<file path="src/rtl/fp_std_pkg.sv">
// Shared types and constants for the fp24 add/sub front stage.
// fp24 layout: 1 sign, 8 exponent (bias 127), 15 stored fraction bits.
package fp_std_pkg;

  localparam int FP_EW   = 8;
  localparam int FP_MW   = 15;
  localparam int FP_BIAS = 127;

  typedef struct packed {
    logic             sign;
    logic [FP_EW-1:0] exp;
    logic [FP_MW-1:0] frac;
  } fp24_t;

  typedef enum logic [1:0] {
    FP_ADD = 2'b00,
    FP_SUB = 2'b01
  } fp_op_e;

  typedef struct packed {
    logic             sign;
    logic [FP_EW-1:0] exp;
    logic [FP_MW+1:0] mant;
    logic             zero;
    logic             sticky;
  } raw_result_t;

  // No denormals: a zero exponent means the operand is zero.
  function automatic logic [FP_MW:0] unpack_mant(fp24_t x);
    return (x.exp == '0) ? '0 : {1'b1, x.frac};
  endfunction

endpackage

</file>
<file path="src/rtl/fp_std_0_if.sv">
// Operand/result bundle between the fp24 front stage (slave) and its
// neighbours (master drives operands and out_ready, observes results).
interface fp_std_0_if;
  import fp_std_pkg::*;

  // Valid/ready: a beat transfers on a cycle where valid & ready are both 1;
  // once valid is raised the payload is held until it transfers.
  logic                  in_valid;
  logic                  in_ready;
  logic [23:0]           in_a;
  logic [23:0]           in_b;
  logic [3:0]            in_opcode;
  logic                  out_valid;
  logic                  out_ready;
  logic                  out_sign;
  logic [FP_EW-1:0]      out_exp;
  logic [FP_MW+1:0]      out_mant;
  logic                  out_zero;
  logic [3:0]            out_opcode;
  logic                  out_sticky;

  modport master (
    output in_valid, in_a, in_b, in_opcode, out_ready,
    input  in_ready, out_valid, out_sign, out_exp, out_mant, out_zero,
           out_opcode, out_sticky
  );

  modport slave (
    input  in_valid, in_a, in_b, in_opcode, out_ready,
    output in_ready, out_valid, out_sign, out_exp, out_mant, out_zero,
           out_opcode, out_sticky
  );

endinterface

</file>
<file path="src/rtl/fp_align_shifter.sv">
// Right shifter for the smaller mantissa; amounts of 16 or more flush to 0.
// Sticky (OR of dropped bits) is only produced when FP_ALIGN_STICKY_EN is defined.
module fp_align_shifter
  import fp_std_pkg::*;
(
  input  logic [FP_MW:0]   mant_i,
  input  logic [FP_EW-1:0] amt_i,
  output logic [FP_MW:0]   mant_o,
  output logic             sticky_o
);

  logic sat;

  always_comb begin
    sat    = (amt_i[FP_EW-1:4] != '0);
    mant_o = sat ? '0 : (mant_i >> amt_i[3:0]);
`ifdef FP_ALIGN_STICKY_EN
    sticky_o = sat ? (|mant_i)
                   : (|(mant_i & ~({(FP_MW+1){1'b1}} << amt_i[3:0])));
`else
    sticky_o = 1'b0;
`endif
  end

endmodule

</file>
<file path="src/rtl/fp_std_0.sv">
// fp24 add/sub front stage: swap + exponent diff (stage 1), align + add/sub
// (stage 2). Optional sticky/borrow path enabled by FP_ALIGN_STICKY_EN.
module fp_std_0
  import fp_std_pkg::*;
#(
  parameter int EW = FP_EW,
  parameter int MW = FP_MW
) (
  input logic       clk,
  input logic       rst_n,
  fp_std_0_if.slave bus
);

  fp24_t         a, b;
  logic [MW:0]   mant_a, mant_b;
  logic [1:0]    op_lo;
  logic          sub_op, sign_b_eff, a_is_l;
  logic          adv1, adv2;

  logic          v1_q;
  logic [MW:0]   mant_l_q, mant_s_q, mant_l_d, mant_s_d;
  logic [EW-1:0] diff_q, exp_l_q, diff_d, exp_l_d;
  logic          sign_l_q, eff_sub_q, both_zero_q, zero_sign_q;
  logic          sign_l_d, eff_sub_d, both_zero_d, zero_sign_d;
  logic [3:0]    opcode_q;

  logic          v2_q;
  logic [MW:0]   s_al;
  logic          sticky, borrow;
  logic [MW+1:0] sum;
  raw_result_t   res_q, res_d;
  logic [3:0]    out_opcode_q;

  assign adv2         = !v2_q || bus.out_ready;
  assign adv1         = !v1_q || adv2;
  assign bus.in_ready = adv1;

  always_comb begin
    a           = bus.in_a;
    b           = bus.in_b;
    mant_a      = unpack_mant(a);
    mant_b      = unpack_mant(b);
    op_lo       = bus.in_opcode[1:0];
    sub_op      = (op_lo == FP_SUB);
    sign_b_eff  = b.sign ^ sub_op;
    // Tie on magnitude keeps A as the larger operand.
    a_is_l      = {a.exp, mant_a} >= {b.exp, mant_b};
    mant_l_d    = a_is_l ? mant_a : mant_b;
    mant_s_d    = a_is_l ? mant_b : mant_a;
    exp_l_d     = a_is_l ? a.exp : b.exp;
    diff_d      = a_is_l ? (a.exp - b.exp) : (b.exp - a.exp);
    sign_l_d    = a_is_l ? a.sign : sign_b_eff;
    eff_sub_d   = a.sign ^ sign_b_eff;
    both_zero_d = (a.exp == '0) && (b.exp == '0);
    zero_sign_d = a.sign & sign_b_eff;
  end

  always_ff @(posedge clk or negedge rst_n) begin
    if (!rst_n) begin
      v1_q        <= 1'b0;
      mant_l_q    <= '0;
      mant_s_q    <= '0;
      diff_q      <= '0;
      exp_l_q     <= '0;
      sign_l_q    <= 1'b0;
      eff_sub_q   <= 1'b0;
      both_zero_q <= 1'b0;
      zero_sign_q <= 1'b0;
      opcode_q    <= '0;
    end else begin
      if (adv1) v1_q <= bus.in_valid;
      if (adv1 && bus.in_valid) begin
        mant_l_q    <= mant_l_d;
        mant_s_q    <= mant_s_d;
        diff_q      <= diff_d;
        exp_l_q     <= exp_l_d;
        sign_l_q    <= sign_l_d;
        eff_sub_q   <= eff_sub_d;
        both_zero_q <= both_zero_d;
        zero_sign_q <= zero_sign_d;
        opcode_q    <= bus.in_opcode;
      end
    end
  end

  fp_align_shifter u_shift (
    .mant_i   (mant_s_q),
    .amt_i    (diff_q),
    .mant_o   (s_al),
    .sticky_o (sticky)
  );

  always_comb begin
    // Dropped bits of S act as a borrow on the subtract path.
    borrow = eff_sub_q & sticky;
    if (eff_sub_q) sum = {1'b0, mant_l_q} - {1'b0, s_al} - {{(MW+1){1'b0}}, borrow};
    else           sum = {1'b0, mant_l_q} + {1'b0, s_al};
    res_d = '0;
    if (opcode_q[1]) begin
      res_d.zero = 1'b1;
    end else if (both_zero_q) begin
      res_d.zero = 1'b1;
      res_d.sign = zero_sign_q;
    end else begin
      res_d.mant   = sum;
      res_d.exp    = exp_l_q;
      res_d.zero   = (sum == '0);
      res_d.sign   = (sum == '0) ? 1'b0 : sign_l_q;
      res_d.sticky = sticky;
    end
  end

  always_ff @(posedge clk or negedge rst_n) begin
    if (!rst_n) begin
      v2_q         <= 1'b0;
      res_q        <= '0;
      out_opcode_q <= '0;
    end else begin
      if (adv2) v2_q <= v1_q;
      if (adv2 && v1_q) begin
        res_q        <= res_d;
        out_opcode_q <= opcode_q;
      end
    end
  end

  assign bus.out_valid  = v2_q;
  assign bus.out_sign   = res_q.sign;
  assign bus.out_exp    = res_q.exp;
  assign bus.out_mant   = res_q.mant;
  assign bus.out_zero   = res_q.zero;
  assign bus.out_sticky = res_q.sticky;
  assign bus.out_opcode = out_opcode_q;

endmodule

</file>
<file path="src/flat_wrapper.sv">
// flat-port wrapper written by rule: the top's interface ports become plain ports
module fp_std_0_flat import fp_std_pkg::*;
#(
  parameter int EW = FP_EW,
  parameter int MW = FP_MW
)
  (clk, rst_n, bus_in_valid, bus_in_a, bus_in_b, bus_in_opcode, bus_out_ready, bus_in_ready, bus_out_valid, bus_out_sign, bus_out_exp, bus_out_mant, bus_out_zero, bus_out_opcode, bus_out_sticky);
  fp_std_0_if bus_i ();
  input logic clk;
  input logic rst_n;
  input wire logic [$bits(bus_i.in_valid)-1:0] bus_in_valid;
  input wire logic [$bits(bus_i.in_a)-1:0] bus_in_a;
  input wire logic [$bits(bus_i.in_b)-1:0] bus_in_b;
  input wire logic [$bits(bus_i.in_opcode)-1:0] bus_in_opcode;
  input wire logic [$bits(bus_i.out_ready)-1:0] bus_out_ready;
  output wire logic [$bits(bus_i.in_ready)-1:0] bus_in_ready;
  output wire logic [$bits(bus_i.out_valid)-1:0] bus_out_valid;
  output wire logic [$bits(bus_i.out_sign)-1:0] bus_out_sign;
  output wire logic [$bits(bus_i.out_exp)-1:0] bus_out_exp;
  output wire logic [$bits(bus_i.out_mant)-1:0] bus_out_mant;
  output wire logic [$bits(bus_i.out_zero)-1:0] bus_out_zero;
  output wire logic [$bits(bus_i.out_opcode)-1:0] bus_out_opcode;
  output wire logic [$bits(bus_i.out_sticky)-1:0] bus_out_sticky;
  assign bus_i.in_valid = bus_in_valid;
  assign bus_i.in_a = bus_in_a;
  assign bus_i.in_b = bus_in_b;
  assign bus_i.in_opcode = bus_in_opcode;
  assign bus_i.out_ready = bus_out_ready;
  assign bus_in_ready = bus_i.in_ready;
  assign bus_out_valid = bus_i.out_valid;
  assign bus_out_sign = bus_i.out_sign;
  assign bus_out_exp = bus_i.out_exp;
  assign bus_out_mant = bus_i.out_mant;
  assign bus_out_zero = bus_i.out_zero;
  assign bus_out_opcode = bus_i.out_opcode;
  assign bus_out_sticky = bus_i.out_sticky;
  fp_std_0 #(.EW(EW), .MW(MW)) u_core (.clk(clk), .rst_n(rst_n), .bus(bus_i));
endmodule
</file>
<file path="config.mk">
export PLATFORM = sky130hd
export DESIGN_NAME = fp_std_0_flat
export DESIGN_NICKNAME = d
export VERILOG_FILES = /design/src/rtl/fp_std_pkg.sv /design/src/rtl/fp_std_0_if.sv /design/src/rtl/fp_align_shifter.sv /design/src/rtl/fp_std_0.sv /design/src/flat_wrapper.sv
export SDC_FILE = /design/constraint.sdc
export NUM_CORES = 1
export LEC_CHECK = 0
export BUFFER_PORTS_ARGS = -buffer_cell sky130_fd_sc_hd__buf_2
export CORE_ASPECT_RATIO = 1.75
export CORE_MARGIN = 3
export CORE_UTILIZATION = 55
export CTS_CLUSTER_SIZE = 30
export DETAILED_ROUTE_END_ITERATION = 8
export GPL_TIMING_DRIVEN = 0
export PLACE_DENSITY = 0.76
export SLEW_MARGIN = 20
export SYNTH_ARGS = -nofsm -noshare
export SYNTH_HDL_FRONTEND = slang
export SYNTH_HIERARCHICAL = 1
export SYNTH_SLANG_ARGS = --single-unit
</file>
<file path="constraint.sdc">
create_clock -name clk -period 5.35 [get_ports clk]
set_input_delay 0.8025 -clock clk [delete_from_list [all_inputs] [get_ports clk]]
set_output_delay 0.8025 -clock clk [all_outputs]
set_load 0.02 [all_outputs]
</file>
==> results_dict.tcl <==
set metrics [dict create \
    postCtsSetupBuffers 0 \
    drv_cap 0 \
    dp_hpwl_um 19300 \
    synth_edf_count 0 \
    setup_viol_count_final 0 \
    power_mw 3.21 \
    p_leak_nw 4.39 \
    grt_max_degree 56 \
    cts.clk_slew.worst_paths_ns 0.08 \
    clk-insertion-delay-late_ns 0.35 \
    avgViaCountPerCell 6.14 \
    worstHoldPathType "in -> async" \
    grt_pass1_wl_um 38700 \
    grt_usage_pct 29.0 \
    final_max_slew_viol_count 0 \
    hold_violations 0 \
    start_util_pct 56.5 \
    cts.sinks 90 \
    antenna_found_initial 0 \
    drive_gt1_share_pct 17.0 \
    critPathLaunchType "flip-flop" \
    min_period_over_period_pct 96.9 \
    core-area_mm2 0.0145 \
    status "finished, final reports clean" \
    fill_cells 1346 \
    synth_warnings 6 \
    tightest_slew_ns 1.06 \
    cts-root-buf "clkbuf_16" \
    port_buffers 89 \
    power.density_mw_per_mm2 349 \
    dominantRegCellSynth "dfrtp_1" \
    grt_pass1_vias 7791 \
    critPathKind "reg -> reg" \
    ff2ff_setup_slack_ns 0.17 \
    cp.arrival_ns 5.46 \
    via_count 7658 \
    wl_um 23700 \
    cts_made_buffers 9 \
    max_freq_mhz 193 \
    finClkSkew_ns 0.00987 \
    worstPathMaxFanout 10 \
    final_cell_mix "nand2_1 (114), buf_2 (93), inv_1 (90), dfrtp_1 (90), ha_1 (79)" \
    cts_max_path_buffers 2 \
    cts_resized 0 \
    row_count 58 \
    area_growth_pct 12.0 \
    grt-busiest-layer "met2" \
    grtUsageMet3_pct 2.29 \
    dieHeight_um 168 \
    use_met1_pct 30.1 \
    drc 0 \
    endpoint_kind "flip-flop" \
    synth_area_mm2 0.00820 \
    final_nets 1203 \
    rsz0062_at_grt "no" \
    hold_buffers 0 \
    synth_cells 962 \
    reg2reg_to "u_core/bus.out_zero" \
    n_antenna_cell 0 \
    h-tree-depth 3 \
    setup_tns_ns 0 \
    synth_seq_cells 90 \
    drt-pass1-iter-count 5 \
    globalRoute.totalOverflow 0 \
    reg2reg_from "u_core/diff_q[5]" \
    peakVddDrop_mv 0.160 \
    ant_nets 0 \
    finalCriticalPeriod_ns 5.18 \
    final_common_cell "nand2_1" \
    cp.required_ns 5.63 \
    fp.dieW_um 98.3 \
    postSynthAreaPerCell_um2 8.53 \
    whs_ns 0.403 \
    seq_area_frac_synth_pct 27.5 \
    cts_tree "yes" \
    ioPinCount 90 \
    dieArea_mm2 0.0165 \
    postSynthNetCount 1102 \
    ff2ff_path_depth 16 \
    gp_congestion 0.961 \
    drtIter0Drc 340 \
    met2_usage_pct 53.7 \
    wl_per_cell_um 19.0 \
    max_slew_margin_pct 27.4 \
    async_reset_ff_share_pct 100 \
    yosysUniqueCellTypes 85 \
]
==> power breakdown <==
group	internal [mW]	total (mW)	switching, mW
clock network	0.328	0.630	0.302
logic	0.652	1.61	0.962
registers	0.835	0.967	0.132
total	1.82	3.21	1.39
==> cells by family (layout without fill, tap and decap cells) <==
kind of cell             after synthesis  count (layout)  share of synthesized area, %
multiplexers                          55              55                          9.49
other                                  1               1                        0.0457
buffers and inverters                146             252                          7.58
XOR/XNOR                              17              17                          1.82
adder cells (fa/ha/maj)               84              84                          13.3
flip-flops                            90              90                          27.5
AND/OR/NAND/NOR                      295             295                          18.0
AO/OA/AOI/OAI                        274             274                          22.4
==> metrics by stage <==
stage	setup slack [ns]	cells	cell area, um^2	util, %
final	0.168	1248	9190	63.3
after CTS	0.279	1248	9190	63.3
after detailed placement	0.318	1232	8900	61.3
after floorplan	1.30	962	8200	-
after global placement	0.300	1231	8870	61.1
after global routing	0.0834	1248	9190	63.3
==> routing by layer <==
metal | wire length [um] | vias to the layer above
li1 | - | 3657
met1 | 8470 | 3624
met2 | 12700 | 284
met3 | 782 | 93
met4 | 1740 | 0
met5 | 0 | -
==> layout make-up <==
type	instances	area [um^2]	area share, %
timing repair buffer	90	475	5.17
inverter	94	353	3.84
clock buffer	10	229	2.49
clock inverter	6	57.6	0.626
buffer	52	269	2.93
tap	180	225	2.45
sequential	90	2250	24.5
multi-input combinational	726	5330	58.0
==> registers in the layout, summed over array words and instances (netlist names), 4 cells and up <==
register,count
u_core/opcode_q,4
u_core/exp_l_q,8
u_core/diff_q,8
u_core/mant_s_q,16
u_core/bus.out_opcode,4
u_core/mant_l_q,16
u_core/bus.out_mant,17
u_core/bus.out_exp,8
==> critical path, stage by stage, from the launching register on <==
cell       delay, ns
dfrtp_1         0.39
nor4_2          0.57
clkbuf_1        0.44
nand4_1         0.16
o211ai_1        0.18
inv_1           0.10
fa_1            0.46
fa_1            0.44
nor3b_1         0.35
o211ai_1        0.21
and2_1          0.22
o311a_1         0.34
mux2i_1         0.16
o211ai_1        0.26
nand2b_2        0.29
nor4_2          0.39
a2bb2oi_2       0.16
==> worst max-delay path by stage <==
stage	from	endpoint	cells after the start
global route	u_core/diff_q[5]	u_core/bus.out_zero	16
floorplan	u_core/diff_q[0]	u_core/bus.out_sign	16
finish	u_core/diff_q[5]	u_core/bus.out_zero	16
CTS	u_core/diff_q[5]	u_core/bus.out_zero	16
detailed placement	u_core/diff_q[5]	u_core/bus.out_zero	16
global placement	u_core/diff_q[5]	u_core/bus.out_zero	16
==> cell usage after synthesis, types with 11 or more instances <==
| master | count | share of area [%] |
|---|---|---|
| a21oi_1 | 45 | 2.7 |
| inv_1 | 90 | 4.1 |
| a22o_1 | 13 | 1.4 |
| mux2i_1 | 17 | 2.1 |
| mux2_2 | 20 | 2.7 |
| nand2_1 | 114 | 5.2 |
| ha_1 | 79 | 12 |
| nor2_1 | 46 | 2.1 |
| o21ai_0 | 75 | 4.6 |
| a31oi_1 | 14 | 1.1 |
| nand4_1 | 11 | 0.84 |
| nand3_1 | 31 | 1.9 |
| mux4_2 | 16 | 4.4 |
| clkbuf_1 | 35 | 1.6 |
| dfrtp_1 | 90 | 27 |
| nor3_1 | 14 | 0.85 |
| nand2b_1 | 12 | 0.92 |
| o211ai_1 | 30 | 2.7 |
| xnor2_1 | 13 | 1.4 |
| o21a_1 | 22 | 2.0 |
(Power assumes the default switching activity.)
